===== config.mk =====
export PLATFORM = sky130hd
export DESIGN_NAME = gf180mcu_fd_sc_mcu7t5v0__andn_pipe
export DESIGN_NICKNAME = d
export VERILOG_FILES = /design/src/rtl/gf180mcu_fd_sc_mcu7t5v0__andn_pkg.sv /design/src/rtl/gf180mcu_fd_sc_mcu7t5v0__andn_pipe_lvl.sv /design/src/rtl/gf180mcu_fd_sc_mcu7t5v0__andn_pipe.sv
export SDC_FILE = /design/constraint.sdc
export NUM_CORES = 1
export LEC_CHECK = 0
export BUFFER_PORTS_ARGS = -buffer_cell sky130_fd_sc_hd__buf_2
export CAP_MARGIN = 40
export CORE_MARGIN = 4
export CORE_UTILIZATION = 35
export CTS_BUF_LIST = sky130_fd_sc_hd__clkbuf_8
export CTS_CLUSTER_DIAMETER = 80
export DETAILED_ROUTE_END_ITERATION = 10
export MAX_ROUTING_LAYER = met4
export PLACE_DENSITY = 0.61
export REMOVE_ABC_BUFFERS = 1
export SLEW_MARGIN = 0
export SYNTH_ARGS = -nofsm -noshare
export SYNTH_HDL_FRONTEND = slang
export SYNTH_HIERARCHICAL = 1
export SYNTH_SLANG_ARGS = --single-unit
export TNS_END_PERCENT = 50

===== constraint.sdc =====
create_clock -name CLK -period 2 [get_ports CLK]
set_input_delay 0.4 -clock CLK [delete_from_list [all_inputs] [get_ports CLK]]
set_output_delay 0.4 -clock CLK [all_outputs]
set_load 0.01 [all_outputs]

===== src/rtl/gf180mcu_fd_sc_mcu7t5v0__andn_pkg.sv =====
// rtl/gf180mcu_fd_sc_mcu7t5v0__andn_pkg.sv - shared constants and sizing helpers for the pipelined AND tree
//
// Purpose: width limits, counter width and the constant functions that size
// each 4-ary reduction level and place it inside the flattened stage vector.
// Ports: none (package).

package gf180mcu_fd_sc_mcu7t5v0__andn_pkg;

  localparam int MIN_WIDTH = 2;
  localparam int MAX_WIDTH = 64;
  localparam int CNT_W     = 8;

  localparam logic [CNT_W-1:0] CNT_MAX = '1;

  // Number of 4-ary levels needed to reduce n bits to one; never below 1 so
  // even a 2-bit tree keeps one register stage.
  function automatic int clog4(input int n);
    int lv;
    int cap;
    lv  = 0;
    cap = 1;
    while (cap < n) begin
      cap = cap * 4;
      lv  = lv + 1;
    end
    if (lv == 0) lv = 1;
    return lv;
  endfunction

  // Bit count left after k reduction levels (k = 0 is the raw operand).
  function automatic int lvl_w(input int width, input int k);
    int w;
    w = width;
    for (int i = 0; i < k; i++) w = (w + 3) / 4;
    return w;
  endfunction

  // Offset of level k's output inside the packed vector of all stage outputs.
  // lvl_off(width, levels + 1) is therefore the total vector width.
  function automatic int lvl_off(input int width, input int k);
    int off;
    off = 0;
    for (int j = 1; j < k; j++) off = off + lvl_w(width, j);
    return off;
  endfunction

endpackage


===== src/rtl/gf180mcu_fd_sc_mcu7t5v0__andn_pipe_lvl.sv =====
// rtl/gf180mcu_fd_sc_mcu7t5v0__andn_pipe_lvl.sv - one registered 4-ary AND level with valid and hold
//
// Purpose: ANDs groups of four input bits into one output bit each and
// registers the result together with a valid bit. A partial top group is
// padded with ones so it reduces only over the bits that exist.
// Ports:
//   clk       rising-edge clock
//   rn        asynchronous active-low reset (clears data and valid)
//   adv       1 = load new data/valid, 0 = hold both
//   in_data   IN_W bits from the previous level (or the operand)
//   in_valid  previous level valid
//   out_data  OUT_W = ceil(IN_W/4) registered AND results
//   out_valid registered valid

module gf180mcu_fd_sc_mcu7t5v0__andn_pipe_lvl #(
  parameter  int IN_W  = 4,
  localparam int OUT_W = (IN_W + 3) / 4
) (
  input  logic             clk,
  input  logic             rn,
  input  logic             adv,
  input  logic [IN_W-1:0]  in_data,
  input  logic             in_valid,
  output logic [OUT_W-1:0] out_data,
  output logic             out_valid
);

  logic [4*OUT_W-1:0] padded;
  logic [OUT_W-1:0]   red;
  logic [OUT_W-1:0]   data_d, data_q;
  logic               valid_d, valid_q;

  always_comb begin
    padded              = '1;
    padded[IN_W-1:0]    = in_data;
    red                 = '0;
    for (int g = 0; g < OUT_W; g++) begin
      red[g] = &padded[4*g +: 4];
    end
    data_d  = data_q;
    valid_d = valid_q;
    if (adv) begin
      data_d  = red;
      valid_d = in_valid;
    end
  end

  always_ff @(posedge clk or negedge rn) begin
    if (!rn) begin
      data_q  <= '0;
      valid_q <= 1'b0;
    end else begin
      data_q  <= data_d;
      valid_q <= valid_d;
    end
  end

  assign out_data  = data_q;
  assign out_valid = valid_q;

endmodule


===== src/rtl/gf180mcu_fd_sc_mcu7t5v0__andn_pipe.sv =====
// rtl/gf180mcu_fd_sc_mcu7t5v0__andn_pipe.sv - pipelined WIDTH-input AND with handshake, sticky mode and fail counter
//
// Purpose: reduces A through LEVELS registered 4-ary AND levels. The whole
// pipeline moves together on adv = Z_READY | ~Z_VALID, so a stalled consumer
// freezes every stage. With ACCUM=1 the result is sticky across beats until
// CLR. FAIL_CNT counts delivered results that were 0, saturating at 255.
// Ports:
//   CLK       rising-edge clock
//   RN        asynchronous active-low reset
//   A         WIDTH operand bits
//   IN_VALID  A holds a beat
//   IN_READY  beat accepted this cycle (equals adv)
//   CLR       synchronous clear of accumulator and FAIL_CNT
//   Z         AND result of the oldest beat (sticky when ACCUM=1)
//   Z_VALID   Z holds a result
//   Z_READY   consumer takes Z this cycle
//   FAIL_CNT  number of delivered results with Z=0

module gf180mcu_fd_sc_mcu7t5v0__andn_pipe
  import gf180mcu_fd_sc_mcu7t5v0__andn_pkg::*;
#(
  parameter int WIDTH = 16,
  parameter int ACCUM = 0
) (
  input  logic             CLK,
  input  logic             RN,
  input  logic [WIDTH-1:0] A,
  input  logic             IN_VALID,
  output logic             IN_READY,
  input  logic             CLR,
  output logic             Z,
  output logic             Z_VALID,
  input  logic             Z_READY,
  output logic [CNT_W-1:0] FAIL_CNT
);

  localparam int LEVELS   = clog4(WIDTH);
  localparam int TOT_W    = lvl_off(WIDTH, LEVELS + 1);
  localparam int LAST_OFF = lvl_off(WIDTH, LEVELS);

  if (WIDTH < MIN_WIDTH || WIDTH > MAX_WIDTH) begin : g_bad_width
    $error("andn_pipe: WIDTH %0d outside %0d..%0d", WIDTH, MIN_WIDTH, MAX_WIDTH);
  end
  if (ACCUM != 0 && ACCUM != 1) begin : g_bad_accum
    $error("andn_pipe: ACCUM must be 0 or 1, got %0d", ACCUM);
  end

  // All level outputs packed back to back; level k sits at lvl_off(WIDTH, k).
  logic [TOT_W-1:0]  stg_data;
  logic [LEVELS:1]   stg_valid;
  logic              adv;
  logic              last_data;
  logic              z_int;
  logic              out_xfer;
  logic              z0_xfer;
  logic              acc_d, acc_q;
  logic [CNT_W-1:0]  fail_cnt_d, fail_cnt_q;

  assign adv      = Z_READY | ~Z_VALID;
  assign IN_READY = adv;

  for (genvar k = 1; k <= LEVELS; k++) begin : g_lvl
    localparam int IW  = lvl_w(WIDTH, k - 1);
    localparam int OW  = lvl_w(WIDTH, k);
    localparam int OFF = lvl_off(WIDTH, k);

    logic [IW-1:0] d_in;
    logic          v_in;

    if (k == 1) begin : g_first
      assign d_in = A;
      assign v_in = IN_VALID;
    end else begin : g_next
      assign d_in = stg_data[lvl_off(WIDTH, k - 1) +: IW];
      assign v_in = stg_valid[k-1];
    end

    gf180mcu_fd_sc_mcu7t5v0__andn_pipe_lvl #(
      .IN_W (IW)
    ) u_lvl (
      .clk       (CLK),
      .rn        (RN),
      .adv       (adv),
      .in_data   (d_in),
      .in_valid  (v_in),
      .out_data  (stg_data[OFF +: OW]),
      .out_valid (stg_valid[k])
    );
  end

  assign last_data = stg_data[LAST_OFF];
  assign Z_VALID   = stg_valid[LEVELS];

  // Both operands are registers, so Z is a clean 0 straight out of reset.
  assign z_int    = (ACCUM != 0) ? (acc_q & last_data) : last_data;
  assign Z        = z_int;
  assign out_xfer = Z_VALID & Z_READY;
  assign z0_xfer  = out_xfer & ~z_int;

  // CLR acts before the transfer in the same cycle: the accumulator restarts
  // from the beat being delivered, and a failing beat becomes the first count.
  always_comb begin
    acc_d      = acc_q;
    fail_cnt_d = fail_cnt_q;
    if (CLR) begin
      acc_d      = out_xfer ? last_data : 1'b1;
      fail_cnt_d = z0_xfer ? CNT_W'(1) : '0;
    end else begin
      if (out_xfer) acc_d = z_int;
      if (z0_xfer && fail_cnt_q != CNT_MAX) fail_cnt_d = fail_cnt_q + 1'b1;
    end
  end

  always_ff @(posedge CLK or negedge RN) begin
    if (!RN) begin
      acc_q      <= 1'b1;
      fail_cnt_q <= '0;
    end else begin
      acc_q      <= acc_d;
      fail_cnt_q <= fail_cnt_d;
    end
  end

  assign FAIL_CNT = fail_cnt_q;

endmodule


## After elaboration in Yosys (flattened, before gate mapping)

Index checks and enable logic that the tools add are counted.

- Bits in registers: 15
- Bits in latches: 0
- RAM bits: 0
- Memory bits (read-only): 0
- Bits of input ports: 21
- Output and inout bits: 11
- Word-level logic and storage cells: 22
- Memories: 0

- Add/subtract/negate cells: 1
- $mul: 0
- Div/mod/pow operators: 0
- $lt $le $gt $ge: 0
- Equal/unequal tests: 1
- Shift operators: 0
- Multiplexer cells: 3
- Bitwise logic cells: 5
- Reduce and logical (&&, ||, !) cells: 7

Operator list:

| kind | count |
|---|---|
| $reduce_and A4 Y1 | 5 |
| $mux W8 | 2 |
| $add A8 B1 Y8 const B | 1 |
| $ne A8 B8 Y1 const B | 1 |
| $and A1 B1 Y1 | 2 |
| $not A1 Y1 | 2 |
| $reduce_bool A2 Y1 | 1 |
| $logic_and A1 B1 Y1 | 1 |
| $mux W1 | 1 |
| $or A1 B1 Y1 | 1 |

## Logic depth before layout (Yosys ltp)

Gate-level depths: netlist of the first run.

- Depth in word-level cells: 5
- Gate-level depth with buffers: 4
- Mapped depth without buffers: 4

## By module

Netlist of the first run, hierarchy kept.

Modules (own cells, without submodules):

| module | instances | cells an instance | area each (um2) | sequential area each (um2) |
|---|---|---|---|---|
| gf180mcu_fd_sc_mcu7t5v0__andn_pipe | 1 | 53 | 521.8 | 200.2 |
| gf180mcu_fd_sc_mcu7t5v0__andn_pipe_lvl (g_lvl[1].u_lvl) | 1 | 19 | 231.5 | 125.1 |
| gf180mcu_fd_sc_mcu7t5v0__andn_pipe_lvl (g_lvl[2].u_lvl) | 1 | 6 | 85.1 | 50.0 |

## Least setup slack after synthesis of the first run

OpenSTA, ideal clock, no wires.

- Path kind: register to register
- Start point: register fail_cnt_q[0], in the netlist FAIL_CNT[0]
- End point: register fail_cnt_q[3], in the netlist FAIL_CNT[3]
- Library setup time: 0.125 ns
- Arrival: 1.434 ns
- Data required time: 1.875 ns
- Setup slack: 0.441 ns
- Cell stages (with the launch flop): 5
- Path buffers: 0
- Period minus slack after synthesis: 1.559 ns
- Cell sequence: dfrtp_1 -> ha_1 -> and3_1 -> a211oi_1 -> mux2_2

- Longest elaborated chain between the ends: 3
- Elaborated cells on any way between the ends: 6
- Those cells by class: add/sub: 1; eq/ne: 1; mux: 2; reduce/logical: 2

RTL lines:

| element | RTL line | text |
|---|---|---|
| start, declared | gf180mcu_fd_sc_mcu7t5v0__andn_pipe.sv:57 | `logic [CNT_W-1:0] fail_cnt_d, fail_cnt_q;` |
| start signal, assigned | gf180mcu_fd_sc_mcu7t5v0__andn_pipe.sv:120 | `fail_cnt_q <= fail_cnt_d;` |
| $add A8 B1 Y8 / $ne A8 B8 Y1 (equally long branches) | gf180mcu_fd_sc_mcu7t5v0__andn_pipe.sv:110 | `if (z0_xfer && fail_cnt_q != CNT_MAX) fail_cnt_d = fail_cnt_q + 1'b1;` |
| $mux W8 / $logic_and A1 B1 Y1 (equally long branches) | gf180mcu_fd_sc_mcu7t5v0__andn_pipe.sv:110 |  |
| $mux W8 / $reduce_bool A2 Y1 (equally long branches) | - |  |

Several ways; a longest one is shown, not always the timed one. The select of a mux whose other input is x is not followed.
A chain may end at the register's enable or synchronous reset.

## Worst setup path after layout of the first run

- Start point: register g_lvl[2].u_lvl.valid_q
- End point: output port IN_READY

- Longest elaborated chain between the ends: 2

RTL lines:

| element | RTL line | text |
|---|---|---|
| start, declared | gf180mcu_fd_sc_mcu7t5v0__andn_pipe_lvl.sv:31 | `logic valid_d, valid_q;` |
| start signal, assigned | gf180mcu_fd_sc_mcu7t5v0__andn_pipe_lvl.sv:54 | `valid_q <= valid_d;` |
| $not A1 Y1 | gf180mcu_fd_sc_mcu7t5v0__andn_pipe.sv:59 | `assign adv = Z_READY \| ~Z_VALID;` |
| $or A1 B1 Y1 | gf180mcu_fd_sc_mcu7t5v0__andn_pipe.sv:59 |  |
| end, declared | gf180mcu_fd_sc_mcu7t5v0__andn_pipe.sv:29 | `output logic IN_READY,` |

No other way between the ends.

==> flow_summary_export.csv, run 1 <==
group,metric,value,unit
outcome,status,"complete, no violations",
min_path,holdCritPathClass,"in2async",
timing,min_period,1.69,ns
synthesis,synthTopCellsByArea,"dfrtp_1 (45%), mux2i_1 (7.2%), nand4_1 (3.7%), mux2_4 (3.6%), a2111oi_4 (3.3%)",
setup_path,crit_type,"reg2out",
die,die_area,3240,sq um
routing,drtIter0Drc,15,
synthesis,netlist.area_leader.share,44.8,%
layout,design_area,1050,sq um
placement,dp_cells,135,
routing,antenna_left,0,
layout,n_fill_cell,233,
timing,rsz0062_at_grt,"false",
die,start_util,37.2,%
layout,final_cells,139,
clock_tree,cts_resized,0,
setup_path,max_stage_delay,0.43,ns
synthesis,ys_warn_count,6,
setup_path,critPathBufInv,1,
synthesis,ys_seq_area_share,44.8,%
layout,syn2layout_area_growth,25.8,%
global_routing,grt_max_degree,16,
routing,post-route-drc-count,0,
synthesis,synthesis.instances,78,
layout,seqCellArea,375,sq um
synthesis,synth.avg_cell_area,10.7,sq um
synthesis,synth_area_leader_cell,"dfrtp_1",
timing,finalHoldViolations,0,
clock_tree,clock-sinks,15,
setup_path,critPathTopFamily,"flip-flops",
die,io_pins,32,
routing,dr.pass1.iters,4,
global_routing,grt_pass1_vias,666,
placement,dpl.hpwl,1410,microns
setup_path,worstSetupStartpointType,"register",
clock_tree,clk_latency,0.25,ns
setup_path,cp_cell_sequence,"nand2b_1 > buf_2",
synthesis,synth-edff-count,0,
timing,timing.max_slew.rel_slack,67.8,%
timing,finalCritPeriodShare,84.3,%
setup_path,cp.arrival,1.29,ns
timing,skew,0.00145,ns
setup_path,cp_max_fo,8,
die,die_y,56.9,microns
routing,vias,738,
placement,placed_cell_area,1010,sq um
layout,nNetsFinal,134,
timing,setup_tns,0,ns
clock_tree,post_cts_buffers,0,
global_routing,antenna_found_initial,0,
clock_tree,path_clk_slew,0.07,ns
routing,routed.top_layer,"met3",
routing,wl_per_cell,13.0,microns
synthesis,ys_top_cells_by_count,"dfrtp_1 (15), inv_1 (7), nand2_1 (7)",
setup_path,cp_data_required_time,1.60,ns
clock_tree,ctsHoldBuffers,0,
clock_tree,htree_num_levels,1,
setup_path,end_kind,"output pin",
timing,worst_hold_slack,0.0427,ns
setup_path,cp_slowest_cell,"dfrtp_1",
clock_tree,cts_tree,"yes",
routing,via_per_inst,5.31,
global_routing,grt.total_usage,12.4,%
clock_tree,cts-root-buf,"clkbuf_8",
timing,final-max-slew-violation-count,0,
layout,multi_input_area,414,sq um
layout,layout-drive-gt1-share,36.9,%
placement,gp_routability_congestion,0.750,
routing,wl,1800,microns
power_and_ir_drop,p_leak,0.541,nW
synthesis,ys_types,32,
global_routing,overflow,0,
routing,wl_met3,189,microns
routing,wl_met2,809,microns
synthesis,synth_most_common_cell,"dfrtp_1",
timing,fmax,593,MHz
power_and_ir_drop,powerDensity,703,nW/um^2
clock_tree,numCtsBuffers,3,
routing,wirelength_met1,802,microns
timing,tightest_slew,0.483,ns
layout,final_util,46.8,%
power_and_ir_drop,ir_drop,0.525,mV
layout,antennaDiodeCount,0,
placement,numPortBuffers,31,
global_routing,grt_pass1_wl,2990,microns
die,num_rows,17,
synthesis,synth_flop_cell,"dfrtp_1",
job,cap_violations,0,
synthesis,synth_area,838,sq um
synthesis,yosys_register_bits,15,
die,core_area,2250,sq um
clock_tree,clk_path_buf_depth,2,
timing,setup_viol,0,
die,die_x,56.9,microns
synthesis,ys_async_sr_fraction,100,%
## sequential cells by signal, summed over array words and instances (netlist names)
signal                 count
FAIL_CNT                   8
g_lvl.u_lvl/out_data       5
g_lvl.u_lvl/out_valid      2
## layout make-up
| class | instances | share of cell area, % |
|---|---|---|
| clock buffer | 3 | 3.91 |
| sequential | 15 | 35.6 |
| multi-input combinational | 54 | 39.3 |
| clock inverter | 1 | 0.712 |
| inverter | 7 | 2.49 |
| tap | 28 | 3.32 |
| timing repair buffer | 31 | 14.7 |
## report_power, final
part	switching [mW]	internal, mW	total (mW)
Clock	0.120	0.140	0.260
Sequential	0.0240	0.325	0.349
Combinational	0.0683	0.0646	0.133
## metrics by stage
step | worst slack [ns] | power [mW]
after global routing | 0.217 | 0.792
after floorplan | 0.441 | 0.428
after detailed placement | 0.398 | 0.489
after global placement | 0.444 | 0.487
after CTS | 0.280 | 0.756
final | 0.313 | 0.741
## path summary, 6_finish.rpt
check | end | slack [ns] | start | cells after the start
hold reg to reg | g_lvl[1].u_lvl/out_data[3] | 0.52 | g_lvl[1].u_lvl/out_data[3] | 2
setup / recovery | IN_READY | 0.31 | g_lvl[2].u_lvl/out_valid | 2
setup reg to reg | FAIL_CNT[3] | 0.39 | FAIL_CNT[0] | 4
max in group asynchronous | FAIL_CNT[1] | 1.70 | RN | 1
hold / removal | FAIL_CNT[6] | 0.04 | RN | 1
min in group CLK | g_lvl[1].u_lvl/out_valid | 0.38 | IN_VALID | 2
## per-layer routing
metal | vias up | global-route usage (%)
li1 | 353 | -
met1 | 349 | 15.9
met2 | 36 | 18.1
met3 | 0 | 4.98
met4 | 0 | 2.98
met5 | - | -
## cell usage in the layout, fill, tap and decap left out, types with 2 or more instances in the layout
cell       n
buf_2     31
dfrtp_1   15
nand2_1    7
inv_1      7
mux2i_1    6
nand4_1    5
nor2_1     4
clkbuf_8   3
nand2b_1   2
and3_1     2
nand3_1    2
a211oi_1   2
a21oi_1    2
nor3_1     2
mux2_4     2
## cells by family (layout without fill, tap and decap cells)
family                     Yosys count  count (layout)  synth area share (%)
DFF                                 15              15                  44.8
and+or+nand+nor                     30              30                  20.2
adders and majority gates            1               1                  1.49
AOI/OAI and AO/OA                   13              13                  14.3
buffers and inverters                9              42                  5.82
muxes                               10              10                  13.4
Power figures use the tool's default switching activity.
==> run 2: changes to the inputs <==
ABC_AREA = 1   (was unset)
clock period = 1.8 ns   (was 2 ns; I/O delays follow)
==> run 2 against run 1 <==
  * Clock skew rose by 0.00073 ns
  * Via count increased by 13%
  * Power is 10% higher
  * Final area increased by 3.7%
  * Highest routed layer is now met4
  * Count of clock-buffer cells in the layout is the same
  * Utilization is 1.3 points higher
  * Critical endpoint unchanged
  * Hold slack worse by 0.033 ns
==> flow_summary_export.csv, run 2 <==
group,metric,value,unit
die,io_pins,32,
min_path,holdCritPathClass,"in2async",
global_routing,grt.total_usage,12.7,%
clock_tree,clock-sinks,15,
layout,largest_reg_flops,8,
timing,finalCritPeriodShare,82.3,%
global_routing,grt_pass1_wl,3250,microns
layout,final_common_cell,"nand2_1",
clock_tree,cts-root-buf,"clkbuf_8",
timing,tightest_slew,0.351,ns
job,cap_violations,0,
die,die_x,57.5,microns
synthesis,synthTopCellsByArea,"dfrtp_1 (44%), nand2_1 (20%), nand3_1 (7.6%), inv_1 (5.2%), nand2_4 (3.9%)",
setup_path,worstSetupStartpointType,"register",
synthesis,synth_flop_cell,"dfrtp_1",
setup_path,cp_cell_sequence,"nand2_1 > buf_2",
synthesis,synth.avg_cell_area,7.46,sq um
synthesis,ys_warn_count,6,
power_and_ir_drop,ir_drop,0.419,mV
synthesis,ys_top_cells_by_count,"nand2_1 (45), dfrtp_1 (15), nand3_1 (13)",
clock_tree,clk_path_buf_depth,2,
timing,finalHoldViolations,0,
global_routing,grt_pass1_vias,769,
clock_tree,clk_latency,0.25,ns
timing,fmax,675,MHz
clock_tree,post_cts_buffers,0,
layout,seqCellArea,375,sq um
placement,gp_routability_congestion,0.870,
synthesis,yosys_register_bits,15,
placement,dp_slack,0.488,ns
timing,final-max-slew-violation-count,0,
clock_tree,cts_resized,0,
timing,setup_viol,0,
synthesis,synth_area_leader_cell,"dfrtp_1",
clock_tree,path_clk_slew,0.06,ns
setup_path,end_kind,"output pin",
timing,setup_slack,0.318,ns
synthesis,synthesis.instances,115,
routing,vias,835,
layout,n_fill_cell,229,
die,start_util,37.7,%
routing,wl_per_cell,10.7,microns
clock_tree,htree_num_levels,1,
synthesis,synth_most_common_cell,"nand2_1",
timing,setup_tns,0,ns
synthesis,ys_types,19,
timing,skew,0.00218,ns
clock_tree,ctsHoldBuffers,0,
synthesis,synth_area,858,sq um
synthesis,ys_async_sr_fraction,100,%
setup_path,cp.arrival,1.12,ns
die,core_area,2280,sq um
global_routing,grt_max_degree,16,
routing,dr.pass1.iters,4,
layout,antennaDiodeCount,0,
die,die_y,57.5,microns
routing,via_per_inst,4.69,
outcome,status,"complete, no violations",
power_and_ir_drop,p_leak,0.614,nW
power_and_ir_drop,total_power,0.817,mW
routing,post-route-drc-count,0,
global_routing,antenna_found_initial,0,
layout,nNetsFinal,173,
global_routing,overflow,0,
synthesis,synth-edff-count,0,
placement,dpl.hpwl,1550,microns
layout,multi_input_area,425,sq um
power_and_ir_drop,powerDensity,747,nW/um^2
die,die_area,3310,sq um
timing,timing.max_slew.rel_slack,76.6,%
synthesis,netlist.area_leader.share,43.7,%
die,num_rows,17,
layout,most-common-layout-cells,"nand2_1 (45), buf_2 (31), dfrtp_1 (15)",
clock_tree,cts_tree,"yes",
setup_path,cp_slowest_cell,"dfrtp_1",
layout,syn2layout_area_growth,27.4,%
clock_tree,numCtsBuffers,3,
routing,antenna_left,0,
timing,rsz0062_at_grt,"false",
layout,layout-drive-gt1-share,30.0,%
placement,numPortBuffers,31,
setup_path,max_stage_delay,0.41,ns
routing,wl,1900,microns
routing,drtIter0Drc,14,
setup_path,cp_data_required_time,1.44,ns
setup_path,cp_max_fo,10,
timing,min_period,1.48,ns
synthesis,ys_seq_area_share,43.7,%
setup_path,crit_type,"reg2out",
-- run 2: cell types whose count changed in the layout (fill, tap and decap cells not counted), moves of 3 or more --
cell / change
nand2_4: +3
mux2i_1: -6
inv_1: +6
o21ai_1: +4
nand4_1: -4
nand3_1: +11
nor2_4: +3
nor2_1: +3
nand2_1: +38
-- run 2: layout make-up --
class / instances / area share [%]
multi-input cells: 86 / 38.9
inverters: 14 / 5.26
flip-flops and latches: 15 / 34.3
clock inverters: 1 / 0.343
well taps: 28 / 3.20
clock buffers: 3 / 3.78
repair buffers: 31 / 14.2
-- run 2: cell families after synthesis --
logic type / Yosys count / synth area share (%)
adders and majority gates: 1 / 1.46
and+or+nand+nor: 74 / 40.2
DFF: 15 / 43.7
buffers and inverters: 14 / 6.70
AOI/OAI and AO/OA: 11 / 7.87
-- run 2: through the flow --
stage	std cells	area, sq um	hold slack [ns]	util (%)
6_report	178	1090	0.0101	48.0
3_5_place_dp	174	1050	0.291	46.1
2_1_floorplan	115	858	0.0644	-
5_1_grt	178	1090	0.0460	48.0
4_1_cts	178	1090	0.0213	48.0
3_3_place_gp	174	1050	0.290	46.1
-- run 2: power breakdown --
| group | total, mW | internal, mW | switching (mW) |
|---|---|---|---|
| clock | 0.274 | 0.151 | 0.123 |
| combinational | 0.159 | 0.0626 | 0.0960 |
| sequential | 0.384 | 0.362 | 0.0222 |
-- run 2: worst paths after layout --
| kind | from | endpoint | slack (ns) | cells after the start |
|---|---|---|---|---|
| worst max-delay path | g_lvl[2].u_lvl/out_valid | IN_READY | 0.32 | 2 |
| worst min-delay path | RN | FAIL_CNT[2] | 0.01 | 1 |
| worst max register to register | FAIL_CNT[0] | FAIL_CNT[1] | 0.49 | 9 |
| worst min register to register | g_lvl[1].u_lvl/out_valid | g_lvl[1].u_lvl/out_valid | 0.47 | 2 |
| max in group asynchronous | RN | g_lvl[1].u_lvl/out_data[1] | 1.53 | 1 |
| min in group CLK | IN_VALID | g_lvl[1].u_lvl/out_valid | 0.31 | 3 |
-- run 2: critical path, delay by kind of cell (launching register included) --
kind	cells	cell delay [ns]
flops	1	0.41
buf+inv	1	0.20
simple gates	1	0.27
-- run 2: layer usage --
layer | vias up | share of wire, % | global-route usage, %
li1 | 435 | - | -
met1 | 369 | 44 | 15.4
met2 | 27 | 47 | 20.3
met3 | 4 | 7.6 | 2.94
met4 | 0 | 1.2 | 4.97
met5 | - | 0 | -
==> run 3: changes to the inputs <==
ABC_AREA = 0   (was 1)
PLACE_DENSITY = 0.64   (was 0.61)
clock period = 1.2 ns   (was 1.8 ns; I/O delays follow)
==> run 3 against run 2 <==
  * The run now ends with setup timing left
  * Wire length rose by 26%
  * First-iteration DRC count is 29% lower
  * Final area up 30%
  * Clock skew shrank 0.0016 ns
  * Via count grew 0.48%
  * Sequential power is 50% higher
  * Highest routed layer unchanged
==> flow_summary_export.csv, run 3 (synthesis gave the netlist of run 1 again) <==
group,metric,value,unit
outcome,status,"finished with violations",
outcome,violations,"setup timing",
timing,tightest_slew,0.363,ns
clock_tree,clk_path_buf_depth,2,
placement,numPortBuffers,31,
clock_tree,cts_tree,"yes",
min_path,holdCritPathClass,"in2reg",
global_routing,overflow,0,
routing,antenna_left,0,
setup_path,cp_data_required_time,1.33,ns
clock_tree,clock-sinks,15,
setup_path,critPathTopFamily,"flip-flops",
timing,fmax,703,MHz
placement,gp_routability_congestion,0.829,
power_and_ir_drop,ir_drop,0.699,mV
placement,placed_cell_area,1150,sq um
routing,via_per_inst,5.15,
clock_tree,clk_latency,0.24,ns
timing,finalHoldViolations,0,
layout,n_fill_cell,195,
timing,skew,0.000559,ns
layout,final_common_cell,"buf_2",
setup_path,cp_cell_sequence,"ha_4 > and3_4 > a211oi_4 > mux2_4",
global_routing,grt.total_usage,14.9,%
die,die_x,56.9,microns
clock_tree,numCtsBuffers,3,
layout,most-common-layout-cells,"buf_2 (27), buf_6 (16), dfrtp_1 (14)",
global_routing,grt_max_degree,16,
die,die_y,56.9,microns
timing,final-max-slew-violation-count,0,
routing,post-route-drc-count,0,
timing,setup_viol,8,
routing,drtIter0Drc,10,
timing,setup_tns,-1.14,ns
routing,wl_per_cell,14.6,microns
setup_path,cp.arrival,1.55,ns
clock_tree,htree_num_levels,1,
layout,design_area,1420,sq um
timing,timing.max_slew.rel_slack,75.8,%
placement,dpl.hpwl,1690,microns
timing,rsz0062_at_grt,"true",
layout,largest_reg_flops,8,
power_and_ir_drop,powerDensity,974,nW/um^2
timing,finalCritPeriodShare,118,%
setup_path,cp_max_fo,3,
timing,setup_slack,-0.222,ns
die,start_util,37.2,%
setup_path,critPathBufInv,0,
timing,min_period,1.42,ns
routing,wl,2380,microns
global_routing,antenna_found_initial,0,
routing,vias,839,
layout,nNetsFinal,158,
clock_tree,path_clk_slew,0.06,ns
die,die_area,3240,sq um
power_and_ir_drop,total_power,1.38,mW
global_routing,grt_pass1_wl,3740,microns
setup_path,max_stage_delay,0.41,ns
setup_path,crit_type,"reg2reg",
power_and_ir_drop,p_leak,0.718,nW
layout,layout-drive-gt1-share,59.3,%
setup_path,cp_slowest_cell,"dfrtp_1",
die,core_area,2250,sq um
job,cap_violations,0,
die,io_pins,32,
clock_tree,cts-root-buf,"clkbuf_8",
routing,dr.pass1.iters,4,
setup_path,end_kind,"register",
global_routing,grt_pass1_vias,879,
layout,syn2layout_area_growth,69.6,%
die,num_rows,17,
layout,antennaDiodeCount,0,
setup_path,worstSetupStartpointType,"register",
run 3: cell count changes in the layout (fill, tap and decap cells not counted), sizes merged, moves of 4 or more:
cell	before	now
nand4	1	5
inv	14	8
mux2i	0	6
nand2	49	7
buf	31	54
nand3	13	2
nor2	10	4
mux2	0	4
o21ai	7	1
run 3: repair_timing:
item                                   4_1_cts  5_1_grt
endpoints found under the hold margin       15        0
buffers inserted                             2        3
hold buffers                                 1        0
pin swaps                                    7        9
gates resized for setup                     20       22
setup endpoints to repair                   14       14
run 3: through the flow:
| step | std cells | hold WS [ns] | setup WS, ns | util [%] |
|---|---|---|---|---|
| 3_5_place_dp | 154 | 0.168 | -0.323 | 50.9 |
| 2_1_floorplan | 76 | -0.0556 | -0.359 | - |
| 4_1_cts | 161 | 0.223 | -0.227 | 57.9 |
| 5_1_grt | 163 | 0.226 | -0.256 | 63.0 |
| 6_report | 163 | 0.228 | -0.222 | 63.0 |
| 3_3_place_gp | 154 | 0.163 | -0.271 | 50.9 |
run 3: layout make-up:
class | instances | area [sq um] | share of cell area (%)
multi-input combinational | 54 | 531 | 37.3
timing repair buffer | 55 | 408 | 28.7
clock buffer | 3 | 41.3 | 2.90
sequential | 15 | 377 | 26.5
tap | 28 | 35.0 | 2.46
clock inverter | 1 | 3.75 | 0.264
inverter | 7 | 26.3 | 1.85
run 3: path summary, 6_finish.rpt:
| check | depth (start not counted) | slack, ns | from | endpoint |
|---|---|---|---|---|
| worst min-delay path | 2 | 0.23 | IN_VALID | g_lvl[1].u_lvl/out_valid |
| min in group asynchronous | 2 | 0.45 | RN | FAIL_CNT[4] |
| worst min register to register | 1 | 0.52 | g_lvl[1].u_lvl/out_valid | g_lvl[2].u_lvl/out_valid |
| max in group asynchronous | 2 | 0.47 | RN | FAIL_CNT[2] |
| worst max register to register | 4 | -0.22 | FAIL_CNT[0] | FAIL_CNT[3] |
| worst max-delay path | 4 | -0.22 | FAIL_CNT[0] | FAIL_CNT[3] |
run 3: report_power, final:
part | switching [mW] | internal [mW]
combinational | 0.182 | 0.230
clock | 0.169 | 0.226
sequential | 0.0349 | 0.542
total | 0.386 | 0.998
run 3: layer usage:
layer | share of wire [%] | vias up | track usage [%] | wire length (microns)
li1 | - | 404 | - | -
met4 | 0.80 | 0 | 4.64 | 19
met2 | 54 | 30 | 26.6 | 1280
met5 | 0 | - | - | 0
met3 | 6.2 | 2 | 2.71 | 148
met1 | 39 | 403 | 16.7 | 938
